[src/rtl/demux_pkg.sv]
// Shared constants and helpers for the 1-to-N stream demultiplexer.
package demux_pkg;

  localparam int DROP_W = 8;
  localparam int MAX_CH = 16;

  typedef enum logic {
    ROUTE_SEL = 1'b0,
    ROUTE_RR  = 1'b1
  } route_e;

  function automatic logic [DROP_W-1:0] sat_inc(input logic [DROP_W-1:0] v);
    return (&v) ? v : v + 1'b1;
  endfunction

endpackage

[src/rtl/demux_stream_1_n_if.sv]
// Input beat handshake, per-channel output bus and drop counter of the demux.
interface demux_stream_1_n_if
  import demux_pkg::*;
#(
  parameter int N  = 4,
  parameter int W  = 8,
  parameter int SW = $clog2(N)
);

  logic [W-1:0]      d;
  logic              d_valid;
  logic              d_ready;
  logic [SW-1:0]     s;
  logic              rr_en;
  logic [N*W-1:0]    y;
  logic [N-1:0]      y_valid;
  logic [N-1:0]      y_ready;
  logic [DROP_W-1:0] drop_cnt;

  modport master (
    output d, d_valid, s, rr_en, y_ready,
    input  d_ready, y, y_valid, drop_cnt
  );

  modport slave (
    input  d, d_valid, s, rr_en, y_ready,
    output d_ready, y, y_valid, drop_cnt
  );

endinterface

[src/rtl/demux_out_slot.sv]
// One-entry output register for a single channel: load wins over drain.
module demux_out_slot #(
  parameter int W = 8
) (
  input  logic         clk,
  input  logic         rst,
  input  logic         load_i,
  input  logic         drain_i,
  input  logic [W-1:0] data_i,
  output logic         valid_o,
  output logic [W-1:0] data_o
);

  logic         valid_q, valid_d;
  logic [W-1:0] data_q, data_d;

  always_comb begin
    valid_d = valid_q;
    data_d  = data_q;
    if (load_i) begin
      // Covers the simultaneous drain+load case: the slot stays full.
      valid_d = 1'b1;
      data_d  = data_i;
    end else if (valid_q && drain_i) begin
      valid_d = 1'b0;
    end
  end

  always_ff @(posedge clk) begin
    if (rst) begin
      valid_q <= 1'b0;
      data_q  <= '0;
    end else begin
      valid_q <= valid_d;
      data_q  <= data_d;
    end
  end

  assign valid_o = valid_q;
  assign data_o  = data_q;

endmodule

[src/rtl/demux_stream_1_n.sv]
// 1-to-N stream demux: select or round-robin routing into per-channel slots,
// beats aimed past the last channel are dropped and counted.
module demux_stream_1_n
  import demux_pkg::*;
#(
  parameter int N  = 4,
  parameter int W  = 8,
  parameter int SW = $clog2(N)
) (
  input logic               clk,
  input logic               rst,
  demux_stream_1_n_if.slave bus
);

  if (N < 2 || N > MAX_CH) begin : g_bad_n
    $error("demux_stream_1_n: N out of range");
  end

  route_e             mode;
  logic [SW-1:0]      tgt;
  logic               drop;
  logic               ch_ready;
  logic               accept;
  logic [N-1:0]       load;
  logic [N-1:0]       y_valid_w;
  logic [N-1:0][W-1:0] y_w;

  logic [SW-1:0]      rr_ptr_q, rr_ptr_d;
  logic [DROP_W-1:0]  drop_cnt_q, drop_cnt_d;

  // Ready never looks at d_valid, only at where the beat would land.
  always_comb begin
    mode     = route_e'(bus.rr_en);
    tgt      = (mode == ROUTE_RR) ? rr_ptr_q : bus.s;
    drop     = (mode == ROUTE_SEL) && (int'(bus.s) >= N);
    ch_ready = 1'b0;
    for (int k = 0; k < N; k++) begin
      if (tgt == SW'(k)) ch_ready = !y_valid_w[k] || bus.y_ready[k];
    end
    bus.d_ready = !rst && (drop || ch_ready);
    accept      = bus.d_valid && bus.d_ready;
    for (int k = 0; k < N; k++) begin
      load[k] = accept && !drop && (tgt == SW'(k));
    end
  end

  always_comb begin
    rr_ptr_d   = rr_ptr_q;
    drop_cnt_d = drop_cnt_q;
    if (accept && mode == ROUTE_RR) begin
      rr_ptr_d = (rr_ptr_q == SW'(N - 1)) ? '0 : rr_ptr_q + 1'b1;
    end
    if (accept && drop) begin
      drop_cnt_d = sat_inc(drop_cnt_q);
    end
  end

  always_ff @(posedge clk) begin
    if (rst) begin
      rr_ptr_q   <= '0;
      drop_cnt_q <= '0;
    end else begin
      rr_ptr_q   <= rr_ptr_d;
      drop_cnt_q <= drop_cnt_d;
    end
  end

  for (genvar k = 0; k < N; k++) begin : g_slot
    demux_out_slot #(.W(W)) u_slot (
      .clk     (clk),
      .rst     (rst),
      .load_i  (load[k]),
      .drain_i (bus.y_ready[k]),
      .data_i  (bus.d),
      .valid_o (y_valid_w[k]),
      .data_o  (y_w[k])
    );
  end

  assign bus.y        = y_w;
  assign bus.y_valid  = y_valid_w;
  assign bus.drop_cnt = drop_cnt_q;

endmodule

[src/flat_wrapper.sv]
// flat-port wrapper written by rule: the top's interface ports become plain ports
module demux_stream_1_n_flat import demux_pkg::*;
#(
  parameter int N  = 4,
  parameter int W  = 8,
  parameter int SW = $clog2(N)
)
  (clk, rst, bus_d, bus_d_valid, bus_s, bus_rr_en, bus_y_ready, bus_d_ready, bus_y, bus_y_valid, bus_drop_cnt);
  demux_stream_1_n_if #(.N(N), .W(W), .SW(SW)) bus_i ();
  input logic clk;
  input logic rst;
  input wire logic [$bits(bus_i.d)-1:0] bus_d;
  input wire logic [$bits(bus_i.d_valid)-1:0] bus_d_valid;
  input wire logic [$bits(bus_i.s)-1:0] bus_s;
  input wire logic [$bits(bus_i.rr_en)-1:0] bus_rr_en;
  input wire logic [$bits(bus_i.y_ready)-1:0] bus_y_ready;
  output wire logic [$bits(bus_i.d_ready)-1:0] bus_d_ready;
  output wire logic [$bits(bus_i.y)-1:0] bus_y;
  output wire logic [$bits(bus_i.y_valid)-1:0] bus_y_valid;
  output wire logic [$bits(bus_i.drop_cnt)-1:0] bus_drop_cnt;
  assign bus_i.d = bus_d;
  assign bus_i.d_valid = bus_d_valid;
  assign bus_i.s = bus_s;
  assign bus_i.rr_en = bus_rr_en;
  assign bus_i.y_ready = bus_y_ready;
  assign bus_d_ready = bus_i.d_ready;
  assign bus_y = bus_i.y;
  assign bus_y_valid = bus_i.y_valid;
  assign bus_drop_cnt = bus_i.drop_cnt;
  demux_stream_1_n #(.N(N), .W(W), .SW(SW)) u_core (.clk(clk), .rst(rst), .bus(bus_i));
endmodule
[config.mk]
export PLATFORM = sky130hd
export DESIGN_NAME = demux_stream_1_n_flat
export DESIGN_NICKNAME = d
export VERILOG_FILES = /design/src/rtl/demux_pkg.sv /design/src/rtl/demux_stream_1_n_if.sv /design/src/rtl/demux_out_slot.sv /design/src/rtl/demux_stream_1_n.sv /design/src/flat_wrapper.sv
export SDC_FILE = /design/constraint.sdc
export NUM_CORES = 1
export LEC_CHECK = 0
export CORE_ASPECT_RATIO = 1.75
export CORE_MARGIN = 2
export CORE_UTILIZATION = 25
export CTS_CLUSTER_DIAMETER = 60
export DETAILED_ROUTE_END_ITERATION = 7
export HOLD_SLACK_MARGIN = 0.15
export PLACE_DENSITY_LB_ADDON = 0.15
export SYNTH_ARGS = -nofsm -noshare
export SYNTH_HDL_FRONTEND = slang
export SYNTH_HIERARCHICAL = 1
export SYNTH_SLANG_ARGS = --single-unit
[constraint.sdc]
create_clock -name clk -period 2.1 [get_ports clk]
set_input_delay 0.21 -clock clk [delete_from_list [all_inputs] [get_ports clk]]
set_output_delay 0.21 -clock clk [all_outputs]
set_load 0.005 [all_outputs]
==> reports/metrics.yaml <==
ant_nets: 0
cts-hold-fix-buffers: 0
antenna_cells: 0
area_delta_synth_final_pct: 44.6
setup_tns_ns: 0
die_area_um2: 7080
cp_data_required_time_ns: 1.89
remaining_drc_errors: 0
synth_area_um2: 1600
synth_largest_area_cell: "dfxtp_1"
hp-start: "u_core/g_slot[1].u_slot/valid_o"
ios: 63
end_kind: "output pin"
clk_pin_slew_ns: 0.07
status: "finished, final reports clean"
synth_area_leaders: "dfxtp_1 (48%), mux2i_1 (21%), nor2_1 (8.9%), buf_4 (3.8%), buf_6 (2.8%)"
drt_iter0_drc: 22
rr_endpoint: "u_core/g_slot[1].u_slot/data_o[2]"
synth-xor-area-share: 0
htreeDepth: 2
yosysUniqueCellTypes: 18
setup_ws_ns: 0.147
overflow: 0
clk_latency_ns: 0.29
cts_buffers: 5
ff_latch_area_um2: 761
coreArea_um2: 6180
vias: 1240
slew_viol_final: 0
rsz0062_at_grt: "no"
initial_core_util: 0.259
place_area_um2: 2220
ys_seq_elements: 38
rows: 38
grt_first_pass_wirelength_mm: 6.53
post-route-period-util: 0.930
grt_util_all_layers: 0.124
numClockSinks: 38
r2r_cells: 8
clock_path_buffers: 2
fin_area_um2: 2310
arrival_ns: 1.74
synthMuxAreaShare: 0.242
final_nets: 242
worstSetupPathType: "in2out"
synth-compound-area-share: 0.0321
finalSetupViolCount: 0
leakage_nw: 0.842
pre_cts_ws_ns: -0.138
wl_per_cell_um: 13.4
startpoint_type: "input pin"
root_buffer: "clkbuf_8"
r2r_setup_slack_ns: 0.34
pwr_density_cell_nw_per_um2: 625
drv_cap: 0
synth-adder-area-share: 0.00782
post-route-min-period_ns: 1.95
max_freq_mhz: 512
grt_max_degree: 39
synthSimpleGateAreaFrac: 0.150
skew_ns: 0.00417
place_congestion: 0.679
antenna_found_initial: 0
syn_inst: 160
r2r-start: "u_core/rr_ptr_q[1]"
drt_pass1_iterations: 3
postSynthAreaPerCell_um2: 10.0
yosysWarnings: 6
multiInputGateArea_um2: 722
ir_drop_mv: 0.365
cts_tree: "done"
crit_fanout: 4
drt-total-wl_mm: 4.06
hold_viol_final: 0
holdPathEnd: "u_core/g_slot[1].u_slot/valid_o"
synth_top_area_share: 0.475
vias_per_cell: 4.08
synth_top_family_by_area: "multiplexers"
hold_depth: 2
ys_seq_area_frac: 0.475
final_util: 0.374
die_y_um: 110
place_hpwl_mm: 2.98
nFillCells: 668
die_x_um: 64.5
drive_gt1_frac: 0.103
grt_pass1_vias: 1281
hold_path_class: "reg2reg"
io_buffers: 54
-- cell families after synthesis --
logic type / after synthesis
simple gates: 54
buf+inv: 21
fa+ha+maj: 1
compound gates: 8
other cells: 1
mux: 37
flops: 38
-- sequential cells by signal, indices dropped and copies added, names as in the netlist --
name	cells
u_core/g_slot.u_slot/valid_o	4
u_core/g_slot.u_slot/data_o	32
u_core/rr_ptr_q	2
-- routing by layer --
| layer | wire length [um] | vias up | GRT usage |
|---|---|---|---|
| li1 | - | 630 | - |
| met1 | 1550 | 568 | 0.128 |
| met2 | 2270 | 38 | 0.228 |
| met3 | 201 | 4 | 0.0358 |
| met4 | 45 | 0 | 0.0547 |
| met5 | 0 | - | 0 |
-- how the worst max path moves through the flow --
stage / cells after the start / start / to / slack (ns)
after floorplan: 7 / u_core/rr_ptr_q[1] / u_core/g_slot[1].u_slot/data_o[0] / 0.56
after global routing: 9 / bus_rr_en / u_core/g_slot[3].u_slot/data_o[6] / 0.03
after CTS: 6 / bus_rr_en / bus_d_ready / 0.13
after detailed placement: 6 / bus_rr_en / bus_d_ready / -0.14
final: 6 / bus_rr_en / bus_d_ready / 0.15
after global placement: 6 / bus_rr_en / bus_d_ready / -0.12
-- power by group --
part	switching (mW)	total (mW)	internal, mW
Clock	0.255	0.520	0.265
Sequential	0.0104	0.749	0.739
Combinational	0.0761	0.178	0.102
-- placed cells by master (no fill, tap or decap) --
master	n
a21oi_1	6
a22oi_2	1
a31o_1	1
buf_4	11
clkbuf_1	1
clkbuf_8	6
clkdlybuf4s50_1	53
clkinv_2	1
conb_1	8
dfxtp_1	38
dlygate4sd2_1	1
ha_1	1
inv_1	5
mux2_4	2
mux2i_1	33
mux2i_2	2
nand2_1	2
nand2b_1	6
nand3b_1	2
nor2_1	38
nor2b_1	6
-- repair_timing --
| item | in CTS | in global routing |
|---|---|---|
| gates resized for setup | 1 | 0 |
| endpoints found under the setup margin | 1 | 0 |
| endpoints found under the hold margin | 0 | 0 |
| setup buffers | 0 | 0 |
-- critical path, stage by stage --
cell and delay (ns):
clkdlybuf4s50_1 0.50, mux2_4 0.35, mux2i_2 0.19, nand2b_1 0.10, a21oi_1 0.15, dlygate4sd2_1 0.24
-- Yosys cell counts --
cell type  count
nor2_1        38
a31o_1         1
a22oi_2        1
mux2_4         2
clkbuf_2       4
mux2i_2        2
conb_1         1
a21oi_1        6
nand3b_1       2
dfxtp_1       38
ha_1           1
nand2_1        2
nor2b_1        6
buf_6          4
nand2b_1       6
inv_1          5
buf_4          8
mux2i_1       33
-- metrics by stage --
stage / std cells / power, mW / hold slack [ns]
6_report: 304 / 1.45 / 0.485
5_1_grt: 304 / 1.53 / 0.510
4_1_cts: 304 / 1.48 / 0.490
3_5_place_dp: 296 / 0.948 / 0.477
3_3_place_gp: 296 / 0.949 / 0.472
2_1_floorplan: 167 / 0.855 / 0.279
-- final cells by class --
cell class                      count  area share
Tap cell                           80      0.0432
Timing Repair Buffer               65       0.269
Sequential cell                    38       0.329
Multi-Input combinational cell    108       0.312
Clock buffer                        7      0.0373
Inverter                            5     0.00811
Clock inverter                      1     0.00216
Power figures use the tool's default switching activity.
